===== config.mk =====
export PLATFORM = sky130hd
export DESIGN_NAME = dcache_core
export DESIGN_NICKNAME = d
export VERILOG_FILES = /design/src/rtl/dcache_pkg.sv /design/src/rtl/dcache_line_store.sv /design/src/rtl/dcache_core.sv
export SDC_FILE = /design/constraint.sdc
export NUM_CORES = 1
export LEC_CHECK = 0
export CORE_MARGIN = 5
export CORE_UTILIZATION = 30
export CTS_BUF_LIST = sky130_fd_sc_hd__clkbuf_4
export DETAILED_ROUTE_END_ITERATION = 6
export DONT_BUFFER_PORTS = 1
export PLACE_DENSITY = 0.46
export SYNTH_ARGS = -nofsm -noshare
export SYNTH_HDL_FRONTEND = slang
export SYNTH_SLANG_ARGS = --single-unit

===== constraint.sdc =====
create_clock -name clk -period 12.53 [get_ports clk]
set_input_delay 2.506 -clock clk [delete_from_list [all_inputs] [get_ports clk]]
set_output_delay 2.506 -clock clk [all_outputs]
set_load 0.05 [all_outputs]

===== src/rtl/dcache_pkg.sv =====
// Shared types and geometry for the direct-mapped write-through data cache.
package dcache_pkg;

  localparam int unsigned LINES_DEFAULT = 16;
  localparam int unsigned WORD_ADDR_W   = 30;

  typedef enum logic [2:0] {
    ST_INIT    = 3'd0,
    ST_IDLE    = 3'd1,
    ST_RD_MISS = 3'd2,
    ST_WR_MEM  = 3'd3,
    ST_RESP    = 3'd4
  } state_t;

  function automatic int unsigned tag_width(input int unsigned index_w);
    return WORD_ADDR_W - index_w;
  endfunction

endpackage


===== src/rtl/dcache_line_store.sv =====
// Valid/tag/data arrays: combinational read, one fill/update write port, one valid-clear port.
module dcache_line_store
  import dcache_pkg::*;
#(
  parameter int unsigned LINES   = LINES_DEFAULT,
  parameter int unsigned INDEX_W = $clog2(LINES),
  parameter int unsigned TAG_W   = tag_width(INDEX_W)
) (
  input  logic               clk,
  input  logic [INDEX_W-1:0] rd_index,
  output logic               rd_valid,
  output logic [TAG_W-1:0]   rd_tag,
  output logic [31:0]        rd_data,
  input  logic               wr_en,
  input  logic [INDEX_W-1:0] wr_index,
  input  logic [TAG_W-1:0]   wr_tag,
  input  logic [31:0]        wr_data,
  input  logic               clr_en,
  input  logic [INDEX_W-1:0] clr_index
);

  logic [LINES-1:0] valid_q;
  logic [TAG_W-1:0] tag_q  [LINES];
  logic [31:0]      data_q [LINES];

  // No reset here: valid bits are cleared by the sweep, tag/data are don't-care until filled.
  always_ff @(posedge clk) begin
    if (clr_en) valid_q[clr_index] <= 1'b0;
    if (wr_en) begin
      valid_q[wr_index] <= 1'b1;
      tag_q[wr_index]   <= wr_tag;
      data_q[wr_index]  <= wr_data;
    end
  end

  always_comb begin
    rd_valid = valid_q[rd_index];
    rd_tag   = tag_q[rd_index];
    rd_data  = data_q[rd_index];
  end

endmodule


===== src/rtl/dcache_core.sv =====
// Direct-mapped one-word-line write-through D-cache with invalidate sweep and flush.
module dcache_core
  import dcache_pkg::*;
#(
  parameter int unsigned LINES   = LINES_DEFAULT,
  parameter int unsigned INDEX_W = $clog2(LINES)
) (
  input  logic        clk,
  input  logic        rst_n,
  input  logic        cpu_req,
  input  logic        cpu_we,
  input  logic [31:0] cpu_addr,
  input  logic [31:0] cpu_wdata,
  input  logic        cpu_flush,
  output logic [31:0] cpu_rdata,
  output logic        cpu_ready,
  output logic        read_mem,
  output logic        write_mem,
  output logic [31:0] addr,
  output logic        addr_valid,
  output logic        write_data_valid,
  output logic [31:0] write_data,
  output logic        cache_rst_done,
  input  logic        mem_done,
  input  logic [31:0] result
);

  localparam int unsigned TAG_W = tag_width(INDEX_W);

  state_t             state_q, state_d;
  logic [INDEX_W-1:0] sweep_idx_q;
  logic               flush_pend_q;
  logic               rst_done_q;
  logic [29:0]        req_addr_q;
  logic [31:0]        req_wdata_q;
  logic               req_we_q;
  logic [31:0]        resp_data_q;

  logic [29:0]        lookup_addr;
  logic [INDEX_W-1:0] idx;
  logic [TAG_W-1:0]   tag;
  logic               line_valid, hit, flush_req, sweep_last;
  logic [TAG_W-1:0]   line_tag;
  logic [31:0]        line_data;
  logic               wr_en, clr_en;
  logic [31:0]        wr_data;
  logic               unused_addr_lsb;

  assign unused_addr_lsb = ^cpu_addr[1:0];

  // IDLE looks up the live CPU address; in-flight states use the latched request.
  assign lookup_addr = (state_q == ST_IDLE) ? cpu_addr[31:2] : req_addr_q;
  assign idx         = lookup_addr[INDEX_W-1:0];
  assign tag         = lookup_addr[29:INDEX_W];
  assign hit         = line_valid && (line_tag == tag);
  assign flush_req   = cpu_flush || flush_pend_q;
  assign sweep_last  = (sweep_idx_q == INDEX_W'(LINES - 1));

  dcache_line_store #(
    .LINES   (LINES),
    .INDEX_W (INDEX_W),
    .TAG_W   (TAG_W)
  ) u_store (
    .clk       (clk),
    .rd_index  (idx),
    .rd_valid  (line_valid),
    .rd_tag    (line_tag),
    .rd_data   (line_data),
    .wr_en     (wr_en),
    .wr_index  (idx),
    .wr_tag    (tag),
    .wr_data   (wr_data),
    .clr_en    (clr_en),
    .clr_index (sweep_idx_q)
  );

  always_ff @(posedge clk or negedge rst_n) begin
    if (!rst_n) state_q <= ST_INIT;
    else        state_q <= state_d;
  end

  always_comb begin
    state_d = state_q;
    unique case (state_q)
      ST_INIT:    if (sweep_last) state_d = ST_IDLE;
      ST_IDLE: begin
        if (flush_req)    state_d = ST_INIT;
        else if (cpu_req) begin
          if (cpu_we)     state_d = ST_WR_MEM;
          else if (!hit)  state_d = ST_RD_MISS;
        end
      end
      ST_RD_MISS: if (mem_done) state_d = ST_RESP;
      ST_WR_MEM:  if (mem_done) state_d = ST_RESP;
      ST_RESP:    state_d = ST_IDLE;
      default:    state_d = ST_INIT;
    endcase
  end

  always_comb begin
    cpu_ready        = 1'b0;
    cpu_rdata        = '0;
    read_mem         = (state_q == ST_RD_MISS);
    write_mem        = (state_q == ST_WR_MEM);
    addr_valid       = read_mem || write_mem;
    write_data_valid = write_mem;
    addr             = addr_valid ? {req_addr_q, 2'b00} : '0;
    write_data       = write_mem ? req_wdata_q : '0;
    clr_en           = (state_q == ST_INIT);
    wr_en            = 1'b0;
    wr_data          = req_wdata_q;
    unique case (state_q)
      ST_IDLE: if (cpu_req && !flush_req && !cpu_we && hit) begin
        cpu_ready = 1'b1;
        cpu_rdata = line_data;
      end
      ST_RD_MISS: begin
        wr_en   = mem_done;
        wr_data = result;
      end
      ST_WR_MEM: wr_en = mem_done && hit;
      ST_RESP: begin
        cpu_ready = 1'b1;
        cpu_rdata = req_we_q ? '0 : resp_data_q;
      end
      default: ;
    endcase
  end

  always_ff @(posedge clk or negedge rst_n) begin
    if (!rst_n) begin
      sweep_idx_q  <= '0;
      flush_pend_q <= 1'b0;
      rst_done_q   <= 1'b0;
      req_addr_q   <= '0;
      req_wdata_q  <= '0;
      req_we_q     <= 1'b0;
      resp_data_q  <= '0;
    end else begin
      if (state_q == ST_INIT) begin
        sweep_idx_q <= sweep_idx_q + 1'b1;
        if (sweep_last) rst_done_q <= 1'b1;
      end
      // A flush seen mid-transaction is held and consumed on the next IDLE cycle.
      if (state_q == ST_IDLE) begin
        flush_pend_q <= 1'b0;
        if (flush_req) rst_done_q <= 1'b0;
        else if (cpu_req) begin
          req_addr_q  <= cpu_addr[31:2];
          req_wdata_q <= cpu_wdata;
          req_we_q    <= cpu_we;
        end
      end else if (state_q != ST_INIT && cpu_flush) begin
        flush_pend_q <= 1'b1;
      end
      if (state_q == ST_RD_MISS && mem_done) resp_data_q <= result;
    end
  end

  assign cache_rst_done = rst_done_q;

endmodule


Word level (Yosys, flattened, before mapping) --
Memories as Yosys holds them, arrays and structs flattened. Cells that the tools add are included.
Storage, ports and cells: word-level logic and storage cells 82, memory bits (writable) 928, bits in registers 120, output and inout bits 102, memories 2, input port bits 102
Cells by class: equal/unequal tests 10, mux-type cells 33, add/subtract/negate cells 1, order comparisons 4, reductions and logical operators 19, bitwise gates (word level) 4
Memory list:
- u_store.data_q | words 16, width 32, read ports 1, clocked after Yosys merged registers in 0, write ports 1, line dcache_line_store.sv:24 | logic [31:0] data_q [LINES];
- u_store.tag_q | words 16, width 26, read ports 1, clocked after Yosys merged registers in 0, write ports 1, line dcache_line_store.sv:23 | logic [TAG_W-1:0] tag_q [LINES];
Operators with widths (number):
- 32-bit two-way mux | 5
- 32-bit case mux with 2 select lines | 1
- 16-bit two-way mux | 2
- 30-bit two-way mux | 1
- 26-bit equality test | 1
- 3-bit two-way mux | 6
- 16-bit AND | 1
- 16-bit inverter | 1
- 16-bit bitwise OR | 1
- 1-bit two-way mux | 12
- 3-bit case mux with 4 select lines | 1
- 4-bit by 5-bit < comparator with 1-bit output, second input constant | 2
- 1-bit logical AND | 9
- 1-bit demux with 4-bit select | 2
- 4-bit by 1-bit greater-or-equal comparator with 1-bit output, second input constant | 2
- 3-bit by 2-bit equality test with 1-bit output, second input constant | 2
- 4-bit by 1-bit adder with 4-bit output, second input constant | 1
- 1-bit binary-select mux with 4-bit select | 1
- 4-bit equality test, second input constant | 1
- 4-bit != test, second input constant | 1
- 1-bit case mux with 2 select lines | 2
- 4-bit AND reduction | 1
- 3-bit by 1-bit equality test with 1-bit output, second input constant | 1
- 3-bit equality test, second input constant | 1
- 11 further kinds | 13

Depth between registers and ports, before layout --
depth after elaboration 10, depth in mapped cells 18

By module --
From an unflattened synthesis, not the netlist that was laid out.
Second synthesis, totals: cell total of the unflattened synthesis 2032, area total of the unflattened synthesis 41507.3 µm²
Modules (own cells, without submodules):
- dcache_line_store | area each 35353.9 µm², cells each 1507, sequential area each 28187.0 µm², instances 1
- dcache_core | area each 6153.4 µm², cells each 525, sequential area each 2602.5 µm², instances 1

Least setup slack after synthesis --
OpenSTA, ideal clock, no wires.
path kind input to output, start point input port cpu_addr[2], end point output port cpu_rdata[11], setup slack 4.027 ns, buffers on the path 5, stages 14, data arrival time 5.997 ns, cells stage by stage buf_2 buf_2 buf_4 buf_2 mux4_2 a221oi_1 o21bai_1 o31ai_1 o2111ai_1 nor3b_1 nand3_1 nor4_4 buf_6 a22o_1
On the way: longest elaborated chain between the ends 7
RTL lines:
- start: declaration | line dcache_core.sv:12 | input logic [31:0] cpu_addr,
- 30-bit two-way mux (*) | line dcache_core.sv:52 | assign lookup_addr = (state_q == ST_IDLE) ? cpu_addr[31:2] : req_addr_q;
- memory 16 x 26 bit / 1-bit binary-select mux with 4-bit select (equally long branches)
- 26-bit equality test / 1-bit two-way mux (equally long branches) | line dcache_core.sv:55, dcache_line_store.sv:37
- 1-bit logical AND | line dcache_core.sv:55 | assign hit = line_valid && (line_tag == tag);
- 1-bit logical AND | line dcache_core.sv:113 | ST_IDLE: if (cpu_req && !flush_req && !cpu_we && hit) begin
- 32-bit two-way mux (*) | line dcache_core.sv:113
- 32-bit case mux with 2 select lines (*) | line dcache_core.sv:112 | unique case (state_q)
- end: declaration | line dcache_core.sv:15 | output logic [31:0] cpu_rdata,
Mark *: on every way between the ends. The rest lies on a longest branch, timed or not. The select of a mux whose other input is x is not followed.

Worst setup path after layout --
start point register state_q[0], end point output port cpu_rdata[15]
On the way: longest elaborated chain between the ends 8
RTL lines:
- start: declaration | line dcache_core.sv:30 | state_t state_q, state_d;
- start signal: assignment | line dcache_core.sv:79 | else state_q <= state_d;
- 3-bit by 1-bit equality test with 1-bit output | line dcache_core.sv:52, dcache_core.sv:112
- 30-bit two-way mux | line dcache_core.sv:52
- memory 16 x 26 bit / 1-bit binary-select mux with 4-bit select (equally long branches)
- 26-bit equality test / 1-bit two-way mux (equally long branches) | line dcache_core.sv:55, dcache_line_store.sv:37
- 1-bit logical AND | line dcache_core.sv:55
- 1-bit logical AND | line dcache_core.sv:113
- 32-bit two-way mux | line dcache_core.sv:113
- 32-bit case mux with 2 select lines (*) | line dcache_core.sv:112
Marks and branches as above.

==> impl_metrics.tcl <==
set metrics [dict create \
    status "completed" \
    drtPass1Iterations 6 \
    synth_compound_area_frac 0.0530 \
    crit_path_start_kind "register" \
    die_h_microns 402 \
    final.period_utilization 0.840 \
    cp_max_fo 48 \
    met2WireLength_mm 69.6 \
    rows 143 \
    clkTransAtPathRegs_ns 0.07 \
    cts_tree "yes" \
    synth-edff-count 928 \
    start_util 0.302 \
    relSlewSlack 0.172 \
    postCtsSetupRepairBufs 0 \
    ys.flop_type "edfxtp_1" \
    yosys.area_share.adder 0.00109 \
    via_per_inst 5.23 \
    antenna_found_initial 11 \
    final.min_clock_period_ns 10.52 \
    pin_count 204 \
    pre_cts_ws_ns 2.32 \
    dr.max_layer_used "met5" \
    syn_area_sq_um 46000 \
    cts-resized-gates 0 \
    htreeDepth 5 \
    crit_path_end_kind "output port" \
    via_count 30100 \
    power.density_nw_per_um2 258 \
    crit_type "reg2out" \
    vdd_drop_max_mv 0.221 \
    gr-usage-all-layers 0.183 \
    worst_slack_ns 2.01 \
    drive_gt1_frac 0.232 \
    cp.arrival_ns 8.02 \
    met3WireLength_mm 10.5 \
    reg2reg_setup_slack_ns 4.23 \
    yosysWarnings 0 \
    setup_viol 0 \
    synth_seq_area_share 0.669 \
    fin_util 0.342 \
    die_width_microns 402 \
    drc_errors 0 \
    synth_area_leaders "edfxtp_1 (61%), nand2_1 (5.9%), dfrtp_1 (5.7%), mux4_2 (5.3%), nand3_1 (4.1%)" \
    grt_start_max_net_pins 167 \
    grt_overflow 0 \
    avgSynthCellArea_sq_um 13.5 \
    synth-simple-area-share 0.132 \
    synth_cells 3398 \
    finalClockSkew_ns 0.136 \
    drv_slew 0 \
    drt_iter0_markers 2527 \
    worstSkewPairLatency_ns 1.26 \
    port_buffers 0 \
    synth-xor-area-share 0.00609 \
    tightest_slew_ns 1.24 \
    numCtsBuffers 305 \
    muxShareOfSynthArea 0.113 \
    wl_met1_mm 67.9 \
    cts-root-buf "clkbuf_4" \
    grt_pass1_vias 30100 \
    antenna_left 0 \
    ys_seq_elements 1048 \
    maxCapViolations 0 \
    wl_per_cell_microns 26.2 \
    yosys.area.top_type "edfxtp_1" \
    final_common_cell "edfxtp_1" \
    cts_hold_buffers 0 \
    fin_tns_setup_ns 0 \
    place.gp.congestion 0.798 \
    synth_top_area_frac 0.606 \
    post-dp-hpwl_mm 82.2 \
    clock.fmax_mhz 95.0 \
    coreArea_sq_um 152000 \
    hp-start "u_store.valid_q[9]" \
    grt_pass1_wl_mm 217 \
    synthArstFlopShare 0.0992 \
    rsz0062_at_grt "false" \
    reg2reg_from "state_q[0]" \
    layout_common_cells "edfxtp_1 (928), nand2_1 (719), clkbuf_4 (466)" \
    cts_num_sinks 1048 \
    drt-total-wl_mm 151 \
    p_leak_uw 0.0184 \
    hold_viol 0 \
    areaGrowthSynthToFinish_pct 13.1 \
    dieArea_sq_um 161000 \
    cts-root-to-sink-buffers 4 \
    synth_top_family_by_area "simple AND/OR/NAND/NOR gates" \
    nets 3644 \
    startpoint "state_q[0]" \
    hold_class "reg2reg" \
    ys_types 76 \
    critical_path_required_ns 10.02 \
]
## Yosys cell counts (34+ instances only)
| cell | instances |
|---|---|
| mux2_2 | 150 |
| clkbuf_1 | 140 |
| buf_1 | 42 |
| nor2_1 | 51 |
| a311oi_1 | 34 |
| a31oi_1 | 42 |
| a21oi_1 | 40 |
| nand2_1 | 719 |
| and3_1 | 83 |
| dfrtp_1 | 104 |
| buf_2 | 54 |
| a22o_1 | 35 |
| inv_1 | 35 |
| mux2i_1 | 102 |
| nand3_1 | 373 |
| mux4_2 | 109 |
| edfxtp_1 | 928 |
## worst max-delay path: stages (launching register included)
cell and delay [ns]:
dfrtp_2 0.34, buf_4 0.53, nor3b_2 0.91, buf_4 0.67, mux2_4 0.83, nand2_1 0.46
o22ai_1 0.26, a2111oi_0 0.14, a21oi_1 0.28, o2111ai_1 0.15, nor3b_1 0.46, nand3_1 0.21
nor4_4 0.18, buf_4 0.53, a22o_1 0.79
## layer usage
metal / vias up / track usage
met5: - / 0
met4: 2 / 0.0518
met3: 253 / 0.0421
met2: 1169 / 0.285
met1: 15400 / 0.255
li1: 13300 / -
## power by group
| group | internal [uW] | switching [uW] | total (uW) | leakage [uW] |
|---|---|---|---|---|
| Clock | 1710 | 1450 | 3170 | 0.00224 |
| Combinational | 1600 | 3860 | 5450 | 0.00634 |
| Sequential | 4580 | 244 | 4830 | 0.00978 |
## per-stage QoR
step / cell area, sq um / cells / hold WS [ns] / power [uW]
2_1_floorplan: 46000 / 3399 / 0.441 / 8310
3_3_place_gp: 48300 / 5261 / 0.448 / 10300
3_5_place_dp: 48300 / 5261 / 0.454 / 10400
4_1_cts: 52000 / 5762 / 0.469 / 13600
5_1_grt: 52000 / 5769 / 0.479 / 14200
6_report: 52000 / 5769 / 0.467 / 13400
## cell families after synthesis
kind of cell	after synthesis
xor+xnor	32
other cells	1
fa+ha+maj	4
buf+inv	284
simple gates	1344
mux	363
flops	1048
compound gates	322
## registers in the layout (all words and copies together) (netlist names)
register,cells
state_q,3
flush_pend_q,1
u_store.tag_q,416
req_addr_q,30
req_wdata_q,32
u_store.valid_q,16
u_store.data_q,512
resp_data_q,32
req_we_q,1
sweep_idx_q,4
cache_rst_done,1
## final cells by class
type                            instances  area [sq um]
Timing Repair Buffer                   80           638
Multi-Input combinational cell       2067         14200
Clock inverter                         35           190
Fill cell                           15100        100000
Sequential cell                      1048         30800
Antenna cell                            7          17.5
Inverter                               36           136
Tap cell                             2030          2540
Clock buffer                          466          3500
## path summary, 6_finish.rpt
kind	to	cells after the start
min	u_store.valid_q[9]	1
min reg2reg	u_store.valid_q[9]	1
max reg2reg	u_store.data_q[11][27]	15
max in group asynchronous	resp_data_q[5]	0
min in group asynchronous	req_addr_q[6]	0
max	cpu_rdata[15]	14
No activity file was read; power rests on OpenSTA's default activity.
